## src/rtl/bscan_pkg.sv

```systemverilog
// Shared types for the boundary-scan register: sequencer states, mode encodings
// and the per-cell control bundle.
package bscan_pkg;

  typedef enum logic [1:0] {
    IDLE  = 2'd0,
    CAP   = 2'd1,
    SHIFT = 2'd2,
    UPD   = 2'd3
  } bscan_state_e;

  localparam logic MODE_FUNC = 1'b0;
  localparam logic MODE_TEST = 1'b1;

  typedef struct packed {
    logic capture;
    logic shift;
    logic update;
  } cell_ctrl_t;

  // Manual controls are mutually exclusive: capture beats shift beats update.
  function automatic cell_ctrl_t manual_ctrl(input logic capture,
                                             input logic shift,
                                             input logic update);
    cell_ctrl_t c;
    c = '0;
    if (capture) begin
      c.capture = 1'b1;
    end else if (shift) begin
      c.shift = 1'b1;
    end else if (update) begin
      c.update = 1'b1;
    end
    return c;
  endfunction

endpackage

```

## src/rtl/bscan_cell.sv

```systemverilog
// One boundary-scan bit: shift flop with capture/shift mux, update flop and
// the functional/test output mux.
module bscan_cell
  import bscan_pkg::*;
(
  input  logic       clock,
  input  logic       reset_l,
  input  logic       d,
  input  logic       scan_in,
  input  cell_ctrl_t ctrl,
  input  logic       mode,
  output logic       sr_q,
  output logic       pad_c
);

  logic upd_q;

  always_ff @(posedge clock or negedge reset_l) begin
    if (!reset_l) begin
      sr_q <= 1'b0;
    end else if (ctrl.capture) begin
      sr_q <= d;
    end else if (ctrl.shift) begin
      sr_q <= scan_in;
    end
  end

  always_ff @(posedge clock or negedge reset_l) begin
    if (!reset_l) begin
      upd_q <= 1'b0;
    end else if (ctrl.update) begin
      upd_q <= sr_q;
    end
  end

  assign pad_c = (mode == MODE_TEST) ? upd_q : d;

endmodule

```

## src/rtl/bscan_reg.sv

```systemverilog
// WIDTH-bit boundary-scan register with manual capture/shift/update controls
// and a sequencer that runs a full capture -> shift -> update from one start.
module bscan_reg
  import bscan_pkg::*;
#(
  parameter int unsigned WIDTH = 8
) (
  input  logic             clock,
  input  logic             reset_l,
  input  logic [WIDTH-1:0] data_in,
  output logic [WIDTH-1:0] data_out,
  input  logic             mode,
  input  logic             si,
  output logic             so,
  input  logic             capture,
  input  logic             shift,
  input  logic             update,
  input  logic             start,
  output logic             busy,
  output logic             done
);

  localparam int unsigned CNT_W = $clog2(WIDTH + 1);

  bscan_state_e     state, state_nxt;
  logic [CNT_W-1:0] cnt, cnt_nxt;
  logic             busy_nxt, done_nxt;
  cell_ctrl_t       ctrl_c;
  logic [WIDTH-1:0] sr;
  logic [WIDTH-1:0] scan_chain;

  // Sequencer state, counter and registered status flags.
  always_ff @(posedge clock or negedge reset_l) begin
    if (!reset_l) begin
      state <= IDLE;
      cnt   <= '0;
      busy  <= 1'b0;
      done  <= 1'b0;
    end else begin
      state <= state_nxt;
      cnt   <= cnt_nxt;
      busy  <= busy_nxt;
      done  <= done_nxt;
    end
  end

  // Next state and cell controls; manual controls only reach the cells in IDLE.
  always_comb begin
    state_nxt = state;
    cnt_nxt   = cnt;
    ctrl_c    = '0;
    case (state)
      IDLE: begin
        if (start) begin
          state_nxt = CAP;
        end else begin
          ctrl_c = manual_ctrl(capture, shift, update);
        end
      end
      CAP: begin
        ctrl_c.capture = 1'b1;
        cnt_nxt        = '0;
        state_nxt      = SHIFT;
      end
      SHIFT: begin
        ctrl_c.shift = 1'b1;
        cnt_nxt      = cnt + CNT_W'(1);
        if (cnt == CNT_W'(WIDTH - 1)) begin
          state_nxt = UPD;
        end
      end
      UPD: begin
        ctrl_c.update = 1'b1;
        state_nxt     = IDLE;
      end
      default: begin
        state_nxt = IDLE;
      end
    endcase
    busy_nxt = (state_nxt != IDLE);
    done_nxt = (state == UPD);
  end

  // si enters the MSB cell; each cell feeds the one below it.
  assign scan_chain = {si, sr[WIDTH-1:1]};
  assign so         = sr[0];

  for (genvar i = 0; i < WIDTH; i++) begin : g_cell
    bscan_cell u_cell (
      .clock   (clock),
      .reset_l (reset_l),
      .d       (data_in[i]),
      .scan_in (scan_chain[i]),
      .ctrl    (ctrl_c),
      .mode    (mode),
      .sr_q    (sr[i]),
      .pad_c   (data_out[i])
    );
  end

endmodule

```

## config.mk

```make
export PLATFORM = sky130hd
export DESIGN_NAME = bscan_reg
export DESIGN_NICKNAME = d
export VERILOG_FILES = /design/src/rtl/bscan_pkg.sv /design/src/rtl/bscan_cell.sv /design/src/rtl/bscan_reg.sv
export SDC_FILE = /design/constraint.sdc
export NUM_CORES = 1
export LEC_CHECK = 0
export BUFFER_PORTS_ARGS = -buffer_cell sky130_fd_sc_hd__buf_2
export CORE_MARGIN = 8
export CORE_UTILIZATION = 30
export CTS_CLUSTER_SIZE = 14
export DETAILED_ROUTE_END_ITERATION = 8
export GPL_TIMING_DRIVEN = 0
export SLEW_MARGIN = 20
export SYNTH_ARGS = -nofsm -noshare
export SYNTH_HDL_FRONTEND = slang
export SYNTH_SLANG_ARGS = --single-unit
```

## constraint.sdc

```tcl
create_clock -name clock -period 1.95 [get_ports clock]
set_input_delay 0.39 -clock clock [delete_from_list [all_inputs] [get_ports clock]]
set_output_delay 0.39 -clock clock [all_outputs]
set_load 0.01 [all_outputs]
```

==> results of run 1 <==
-- registers in the layout (all words and copies together), names as in the netlist --
register             count
state                    2
g_cell.u_cell.upd_q      8
g_cell.u_cell.sr_q       8
cnt                      4
busy                     1
done                     1
-- cell usage in the layout, fill, tap and decap left out, types with 2 or more instances in the layout --
cell type and count:
a2111oi_0 6, a21oi_1 2, a31oi_1 8, buf_2 25
buf_4 15, buf_6 2, clkbuf_1 7, clkbuf_8 3
dfrtp_1 24, ha_1 4, inv_1 5, inv_2 3
mux2_2 8, mux2i_1 2, nand2_1 18, nand3_1 10
nand4bb_1 2, nor2b_1 11, o211ai_2 8, o21ai_0 8
o21ai_1 10, o2bb2ai_1 2
-- synth_stat cells --
cell | count | area (µm²)
a2111oi_0 | 7 | 61.31
a211o_1 | 1 | 8.760
a21bo_2 | 1 | 10.01
a21oi_1 | 2 | 10.01
a221o_1 | 1 | 10.01
a22oi_1 | 1 | 7.510
a31oi_1 | 8 | 50.05
and3b_1 | 1 | 8.760
buf_2 | 1 | 5.000
buf_4 | 9 | 67.56
buf_6 | 1 | 11.26
clkbuf_1 | 8 | 30.03
dfrtp_1 | 24 | 600.6
ha_1 | 5 | 62.56
inv_1 | 7 | 26.28
inv_2 | 1 | 3.750
mux2_2 | 8 | 90.09
mux2i_1 | 2 | 20.02
nand2_1 | 18 | 67.56
nand3_1 | 10 | 50.05
nand3b_1 | 1 | 7.510
nand4bb_1 | 2 | 22.52
nor2_1 | 1 | 3.750
nor2b_1 | 11 | 68.82
o211ai_2 | 8 | 100.1
o21ai_0 | 8 | 40.04
o21ai_1 | 10 | 50.05
o21ba_1 | 1 | 10.01
o2bb2ai_1 | 2 | 17.52
or2_1 | 1 | 6.260
or4b_1 | 1 | 10.01
-- cell type report --
class / count / area (µm²) / share of cell area
multi-input cells: 111 / 800.8 / 0.4324
inverters: 8 / 30.03 / 0.01622
plain buffers: 18 / 113.9 / 0.06149
well taps: 70 / 87.58 / 0.04730
repair buffers: 32 / 177.7 / 0.09595
clock buffers: 3 / 41.29 / 0.02230
flip-flops and latches: 24 / 600.6 / 0.3243
-- logic make-up after synthesis --
| group | Yosys count | share of synthesized area |
|---|---|---|
| AO/OA/AOI/OAI | 50 | 0.2441 |
| adder cells (fa/ha/maj) | 5 | 0.04068 |
| buffers and inverters | 27 | 0.09357 |
| flip-flops | 24 | 0.3906 |
| multiplexers | 10 | 0.07161 |
| AND/OR/NAND/NOR | 46 | 0.1595 |
-- worst max path at each step --
stage                     cells past startpoint  slack (ns)     start                endpoint
after detailed placement                      8       -0.05  state[1]  g_cell[0].u_cell.upd_q
after floorplan                               8        0.11  state[1]  g_cell[0].u_cell.upd_q
final                                         7        0.11  state[0]  g_cell[7].u_cell.upd_q
after global routing                          6      -0.002  state[1]   g_cell[4].u_cell.sr_q
after global placement                        8       -0.04  state[1]  g_cell[7].u_cell.upd_q
after CTS                                     8       0.006  state[0]  g_cell[7].u_cell.upd_q
-- repair_timing --
item / 4_1_cts / 5_1_grt
resized for setup: 2 / 8
buffers inserted: 2 / 5
endpoints found under the hold margin: 0 / 0
endpoints found under the setup margin: 8 / 15
-- per-layer routing --
| metal | vias up | wire [µm] |
|---|---|---|
| li1 | 650 | - |
| met1 | 633 | 1917 |
| met2 | 19 | 1854 |
| met3 | 5 | 89 |
| met4 | 0 | 21 |
| met5 | - | 0 |
-- power breakdown --
group          switching [mW]  leakage, nW  internal [mW]  total (mW)
combinational           0.824        0.502          0.640        1.46
clock                   0.161       0.0216          0.138       0.299
sequential              0.129        0.274          0.690       0.819
-- worst max-delay path, stage by stage (launching register included) --
cell      delay (ns)
dfrtp_1         0.41
inv_2           0.07
ha_2            0.16
buf_6           0.12
or4b_4          0.49
o21ba_1         0.20
buf_6           0.15
o211ai_2        0.16
-- stage by stage --
stage	instances	power [mW]	instance area, µm²	worst slack, ns	hold slack (ns)
finish	266	2.582	1852	0.1065	0.09859
global route	266	2.817	1852	-0.001733	0.1569
CTS	262	2.550	1813	0.006420	0.1189
detailed placement	257	2.215	1750	-0.04767	0.4150
global placement	257	2.202	1750	-0.03870	0.4186
floorplan	162	1.860	1538	0.1114	0.09441
==> flow_metrics.py, run 1 <==
metrics = {
    "detailed_routing": {
        "drc": 0,
        "totalWireLength_um": 3883,
        "first_pass_iters": 4,
        "drt-initial-drc-count": 70,
        "drtAntennaViolNets": 0,
        "routedWlPerCell_um": 14.60,
        "vias_per_cell": 4.914,
        "vias": 1307,
    },
    "critical_path": {
        "cp.arrival_ns": 2.03,
        "reg2reg_slack_ns": 0.11,
        "r2r_end": "g_cell[7].u_cell.upd_q",
        "critPathMaxFanout": 9,
        "worstReg2RegStart": "state[0]",
        "crit_required_ns": 2.14,
        "start_kind": "flop",
        "critPathCaptureType": "flop",
        "r2r_cells": 7,
        "path_class": "flop to flop",
    },
    "sta": {
        "drv_slew": 0,
        "finalSetupViolCount": 0,
        "post-route-period-util": 0.9454,
        "fmax_mhz": 542.5,
        "relSlewSlack": 0.6334,
        "finalHoldViolCount": 0,
        "fin_skew_ns": 0.001940,
        "tightest_slew_ns": 0.5500,
        "timing.final.crit_period_ns": 1.843,
        "tns_ns": 0,
    },
    "power_and_ir_drop": {
        "power_leakage_nw": 0.7975,
        "vdd_drop_max_uv": 482.9,
        "p_per_area_nw_per_um2": 1395,
    },
    "synth": {
        "synth_area_um2": 1538,
        "syn_nets": 183,
        "ys_seq_area_frac": 0.3906,
        "synth_seq_cells": 24,
        "syn_inst": 162,
        "ys_types": 31,
        "avgSynthCellArea_um2": 9.492,
        "yosysWarnings": 0,
    },
    "finish": {
        "fin_nets": 219,
        "synthToLayoutAreaGrowth_pct": 20.42,
        "num-fill-cells": 539,
        "fin_util": 0.3672,
        "diodes": 0,
        "layout-drive-gt1-share": 0.3469,
    },
    "clock_network": {
        "clk_pin_slew_ns": 0.09,
        "cts_max_path_buffers": 2,
        "cts_max_level": 1,
        "clk_latency_ns": 0.27,
        "hold_buffers": 0,
        "ctsRootBufferMaster": "clkbuf_8",
        "cts_sinks": 24,
        "cts_tree": "done",
        "cts_buffers": 3,
    },
    "floorplan": {
        "core.rowCount": 26,
        "die_area_um2": 7673,
        "coreArea_um2": 5042,
        "start_util": 0.3050,
        "die_x_um": 87.60,
        "ios": 27,
        "die_h_um": 87.60,
    },
    "global_routing": {
        "use_met1": 0.1350,
        "overflow": 0,
        "met3_usage": 0.02439,
        "grt_max_degree": 25,
        "antenna_found_initial": 0,
        "grt_pass1_vias": 1315,
        "grt_pass1_wl_um": 6389,
        "top_usage_layer": "met2",
        "gr-usage-met2": 0.1818,
        "grt_use_total": 0.1068,
    },
    "run": {
        "drv_cap": 0,
    },
    "placed_design": {
        "port_buffers": 25,
        "dp_hpwl_um": 2755,
        "routabilityCongestion": 0.8088,
    },
    "outcome": {
        "status": "finished clean",
    },
    "hold_path": {
        "hold_class": "input pin to asynchronous set/reset pin",
    },
}
(Power assumes the default switching activity.)
==> run 2: changes to the inputs <==
--- a/config.mk
+++ b/config.mk
@@ -5,9 +5,10 @@
 export SDC_FILE = /design/constraint.sdc
 export NUM_CORES = 1
 export LEC_CHECK = 0
+export ABC_AREA = 1
 export BUFFER_PORTS_ARGS = -buffer_cell sky130_fd_sc_hd__buf_2
 export CORE_MARGIN = 8
-export CORE_UTILIZATION = 30
+export CORE_UTILIZATION = 40
 export CTS_CLUSTER_SIZE = 14
 export DETAILED_ROUTE_END_ITERATION = 8
 export GPL_TIMING_DRIVEN = 0
==> flow_metrics.py, run 2 <==
metrics = {
    "outcome": {
        "status": "finished clean",
    },
    "floorplan": {
        "ios": 27,
        "coreArea_um2": 3311,
        "die_h_um": 74.45,
        "die_x_um": 74.45,
        "start_util": 0.4127,
        "die_area_um2": 5542,
        "core.rowCount": 21,
    },
    "detailed_routing": {
        "totalWireLength_um": 2891,
        "vias_per_cell": 4.723,
        "drt-initial-drc-count": 21,
        "first_pass_iters": 4,
        "routedWlPerCell_um": 12.30,
        "drtAntennaViolNets": 0,
        "drc": 0,
        "vias": 1110,
    },
    "critical_path": {
        "max_stage_delay_ns": 0.40,
        "critPathMaxFanout": 2,
        "crit_required_ns": 1.56,
        "path_class": "flop to primary output",
        "start_kind": "flop",
        "worstPathCellList": "mux2_2, buf_4, buf_2",
        "crit_family": "flip-flops",
        "cp.arrival_ns": 1.23,
        "crit_buf_inv": 2,
        "critPathSlowestCell": "dfrtp_1",
        "critPathCaptureType": "primary output",
    },
    "synth": {
        "yosysTopAreaCell": "dfrtp_1",
        "synth_seq_cells": 24,
        "yosysMostFrequentCell": "nand2_1",
        "syn_nets": 181,
        "synth_ff_type": "dfrtp_1",
        "ys_types": 22,
        "ys_top_cells_by_count": "54 x nand2_1, 26 x nand3_1, 24 x dfrtp_1, 8 x buf_4, 8 x mux2_2",
        "syn_inst": 160,
        "yosysWarnings": 0,
        "synthArstFlopShare": 1.000,
        "netlist.area_leader.share": 0.4396,
        "synth-edff-count": 0,
        "ys_seq_area_frac": 0.4396,
        "avgSynthCellArea_um2": 8.539,
        "synth_area_um2": 1366,
        "synth_area_leaders": "dfrtp_1 44%, nand2_1 15%, nand3_1 9.5%",
    },
    "sta": {
        "hold_slack_ns": 0.03800,
        "timing.final.crit_period_ns": 1.621,
        "tightest_slew_ns": 0.5380,
        "finalHoldViolCount": 0,
        "post-route-period-util": 0.8311,
        "rsz0062_at_grt": "no",
        "relSlewSlack": 0.6413,
        "worst_slack_ns": 0.3293,
        "tns_ns": 0,
        "drv_slew": 0,
        "fin_skew_ns": 0.005196,
        "finalSetupViolCount": 0,
        "fmax_mhz": 617.0,
    },
    "global_routing": {
        "grt_max_degree": 25,
        "overflow": 0,
        "grt_use_total": 0.1131,
        "grt_pass1_vias": 1138,
        "antenna_found_initial": 0,
        "grt_pass1_wl_um": 4988,
    },
    "placed_design": {
        "dp.cells": 231,
        "place_area_um2": 1549,
        "routabilityCongestion": 0.8291,
        "preCtsSetupSlack_ns": 0.3642,
        "port_buffers": 25,
        "dp_hpwl_um": 2250,
    },
    "clock_network": {
        "clk_latency_ns": 0.31,
        "clk_pin_slew_ns": 0.14,
        "cts_buffers": 3,
        "cts_tree": "done",
        "cts_max_level": 1,
        "cts_resized": 0,
        "ctsRootBufferMaster": "clkbuf_4",
        "post-cts-setup-buffer-count": 0,
        "cts_sinks": 24,
        "hold_buffers": 0,
        "cts_max_path_buffers": 2,
    },
    "power_and_ir_drop": {
        "vdd_drop_max_uv": 656.7,
        "power_mw": 2.291,
        "power_leakage_nw": 0.8750,
        "p_per_area_nw_per_um2": 1445,
    },
    "finish": {
        "fin_util": 0.4788,
        "final_common_cell": "nand2_1",
        "diodes": 0,
        "final_cell_mix": "54 x nand2_1, 27 x buf_2, 26 x nand3_1",
        "final_cell_count_no_fill": 235,
        "synthToLayoutAreaGrowth_pct": 16.03,
        "design_area_um2": 1585,
        "top_regs": "g_cell.u_cell.sr_q x8, g_cell.u_cell.upd_q x8, cnt x4",
        "fin_nets": 211,
        "layout-drive-gt1-share": 0.3122,
    },
    "run": {
        "drv_cap": 0,
    },
    "hold_path": {
        "hold_class": "input pin to asynchronous set/reset pin",
    },
}
## run 2: cell count changes after synthesis, sizes merged, moves of 2 or more
cell	before	now
nand4bb	2	0
o21ai	18	2
mux2i	2	0
inv	8	10
o2bb2ai	2	0
clkbuf	8	0
nor2	1	7
nor2b	11	0
a31oi	8	0
o211ai	8	0
nand2	18	58
nand3	10	28
a21oi	2	4
a2111oi	7	0
## run 2: layout make-up
class	instances	area [µm²]
clock buffer	4	36.28
buffer	10	70.07
tap	46	57.56
timing repair buffer	25	125.1
fill	364	1725
inverter	10	40.04
sequential	24	600.6
multi-input combinational	116	655.6
## run 2: per-layer routing
layer  up-vias  track usage  wire [µm]
met2        17       0.1994       1378
met5         -            0          0
met3         2      0.02695        171
met4         0      0.03261         22
met1       523       0.1314       1319
li1        568            -          -
## run 2: logic make-up after synthesis
kind of cell | Yosys count | synth area share
XOR/XNOR | 1 | 0.006411
buffers and inverters | 20 | 0.08060
AND/OR/NAND/NOR | 95 | 0.3352
AO/OA/AOI/OAI | 7 | 0.02656
flip-flops | 24 | 0.4396
adder cells (fa/ha/maj) | 5 | 0.04579
multiplexers | 8 | 0.06594
## run 2: worst register-to-register path, stage by stage (launching register included)
cell and delay (ns):
dfrtp_1 0.42, inv_1 0.09, ha_1 0.37, inv_1 0.17, buf_2 0.27, nor2_1 0.07
nor2_1 0.12
## run 2: report_power, final
part	switching [mW]	total [mW]	internal [mW]
combinational	0.727	1.19	0.462
clock	0.149	0.263	0.114
sequential	0.134	0.839	0.705
total	1.01	2.29	1.28
## run 2: path summary, 6_finish.rpt
check	startpoint	to	slack (ns)	cells after the start
hold / removal	reset_l	busy	0.04	1
setup reg to reg	state[0]	cnt[3]	0.39	6
min in group clock	data_in[4]	g_cell[4].u_cell.sr_q	0.38	5
setup / recovery	g_cell[0].u_cell.upd_q	data_out[0]	0.33	3
max in group asynchronous	reset_l	g_cell[3].u_cell.upd_q	1.55	1
hold reg to reg	g_cell[6].u_cell.upd_q	g_cell[6].u_cell.upd_q	0.49	2
==> run 3: changes to the inputs <==
==> constraint.sdc (replaced) <==
create_clock -name clock -period 1.6 [get_ports clock]
set_input_delay 0.32 -clock clock [delete_from_list [all_inputs] [get_ports clock]]
set_output_delay 0.32 -clock clock [all_outputs]
set_load 0.01 [all_outputs]
==> flow_metrics.py, run 3 (synthesis gave the netlist of run 2 again) <==
metrics = {
    "detailed_routing": {
        "first_pass_iters": 4,
        "drtAntennaViolNets": 0,
        "drt-initial-drc-count": 33,
        "totalWireLength_um": 2926,
        "routedWlPerCell_um": 12.19,
        "vias_per_cell": 4.692,
        "vias": 1126,
        "drc": 0,
    },
    "global_routing": {
        "overflow": 0,
        "grt_max_degree": 25,
        "antenna_found_initial": 0,
        "grt_pass1_wl_um": 4988,
        "grt_pass1_vias": 1138,
        "grt_use_total": 0.1131,
    },
    "clock_network": {
        "ctsRootBufferMaster": "clkbuf_4",
        "cts_max_path_buffers": 2,
        "clk_latency_ns": 0.31,
        "cts_tree": "done",
        "clk_pin_slew_ns": 0.14,
        "cts_sinks": 24,
        "cts_max_level": 1,
        "cts_buffers": 3,
    },
    "finish": {
        "final_cell_mix": "54 x nand2_1, 26 x nand3_1, 25 x buf_2",
        "fin_nets": 216,
        "layout-drive-gt1-share": 0.3351,
        "multi_input_area_um2": 683.2,
        "top_regs": "g_cell.u_cell.sr_q x8, g_cell.u_cell.upd_q x8, cnt x4",
        "final_common_cell": "nand2_1",
        "num-fill-cells": 360,
        "fin_util": 0.5030,
        "diodes": 0,
        "regArea_um2": 600.6,
        "synthToLayoutAreaGrowth_pct": 21.89,
    },
    "outcome": {
        "status": "finished clean",
    },
    "floorplan": {
        "start_util": 0.4127,
        "coreArea_um2": 3311,
        "die_h_um": 74.45,
        "die_x_um": 74.45,
        "core.rowCount": 21,
        "die_area_um2": 5542,
        "ios": 27,
    },
    "hold_path": {
        "hold_class": "input pin to flop",
    },
    "critical_path": {
        "start_kind": "flop",
        "path_class": "flop to primary output",
        "r2r_cells": 6,
        "critPathCaptureType": "primary output",
        "critPathMaxFanout": 2,
        "r2r_end": "cnt[3]",
        "crit_required_ns": 1.28,
        "reg2reg_slack_ns": 0.14,
        "worstSetupEndpoint": "data_out[1]",
        "startpoint": "g_cell[1].u_cell.upd_q",
        "worstReg2RegStart": "state[1]",
        "cp.arrival_ns": 1.22,
    },
    "run": {
        "drv_cap": 0,
    },
    "sta": {
        "hold_slack_ns": 0.3139,
        "tightest_slew_ns": 0.5389,
        "worst_slack_ns": 0.05904,
        "finalHoldViolCount": 0,
        "finalSetupViolCount": 0,
        "timing.final.crit_period_ns": 1.541,
        "post-route-period-util": 0.9631,
        "relSlewSlack": 0.6407,
        "drv_slew": 0,
        "fin_skew_ns": 0.005604,
        "fmax_mhz": 648.9,
    },
    "placed_design": {
        "dp_hpwl_um": 2250,
        "preCtsSetupSlack_ns": 0.05205,
        "port_buffers": 25,
        "routabilityCongestion": 0.8291,
    },
    "power_and_ir_drop": {
        "vdd_drop_max_uv": 803.2,
        "power_leakage_nw": 0.9193,
        "p_per_area_nw_per_um2": 1766,
    },
}
## run 3: cell types whose count changed in the layout (fill, tap and decap cells not counted), sizes merged
cell and change:
buf +4, dlygate4sd3 +1
## run 3: per-stage QoR
step	instances	cell area (µm²)	total power [mW]	TNS, ns
3_5_place_dp	231	1549	2.501	0
6_report	240	1665	2.940	0
5_1_grt	240	1665	3.222	-0.008384
4_1_cts	236	1595	2.830	0
2_1_floorplan	160	1366	2.119	0
3_3_place_gp	231	1549	2.466	0
## run 3: area by class of cell
class                      instances  share of cell area
clock buffer                       4             0.02179
multi-input combinational        116              0.4102
inverter                          10             0.02404
sequential                        24              0.3606
timing repair buffer              30              0.1067
buffer                            10             0.04207
tap                               46             0.03456
## run 3: how the worst min path moves through the flow
stage | endpoint | start | depth (start not counted)
3_3_place_gp | state[0] | reset_l | 1
5_1_grt | g_cell[4].u_cell.sr_q | data_in[4] | 5
4_1_cts | g_cell[2].u_cell.sr_q | data_in[2] | 5
6_report | g_cell[4].u_cell.sr_q | data_in[4] | 5
3_5_place_dp | state[0] | reset_l | 1
2_1_floorplan | busy | reset_l | 0
## run 3: what timing repair did
item,4_1_cts,5_1_grt
hold buffers,1,0
buffers inserted,0,4
hold endpoints to repair,24,0
gates resized for setup,0,9
setup endpoints to repair,0,24
## run 3: worst max-delay path: stages (launching register included)
cell and delay, ns:
dfrtp_1 0.41, mux2_4 0.25, buf_4 0.12, buf_2 0.13
## run 3: per-layer routing
metal	GRT usage	wire, µm	up-vias	part of all wire
met1	0.1314	1341	528	0.46
met3	0.02695	160	2	0.055
met5	0	0	-	0
met4	0.03261	22	0	0.0075
met2	0.1994	1401	17	0.48
li1	-	-	579	-
## run 3: power by group
part	switching [mW]	leakage [nW]	total (mW)	internal (mW)
clock network	0.182	0.0210	0.321	0.139
logic	0.911	0.590	1.60	0.684
registers	0.165	0.308	1.02	0.859
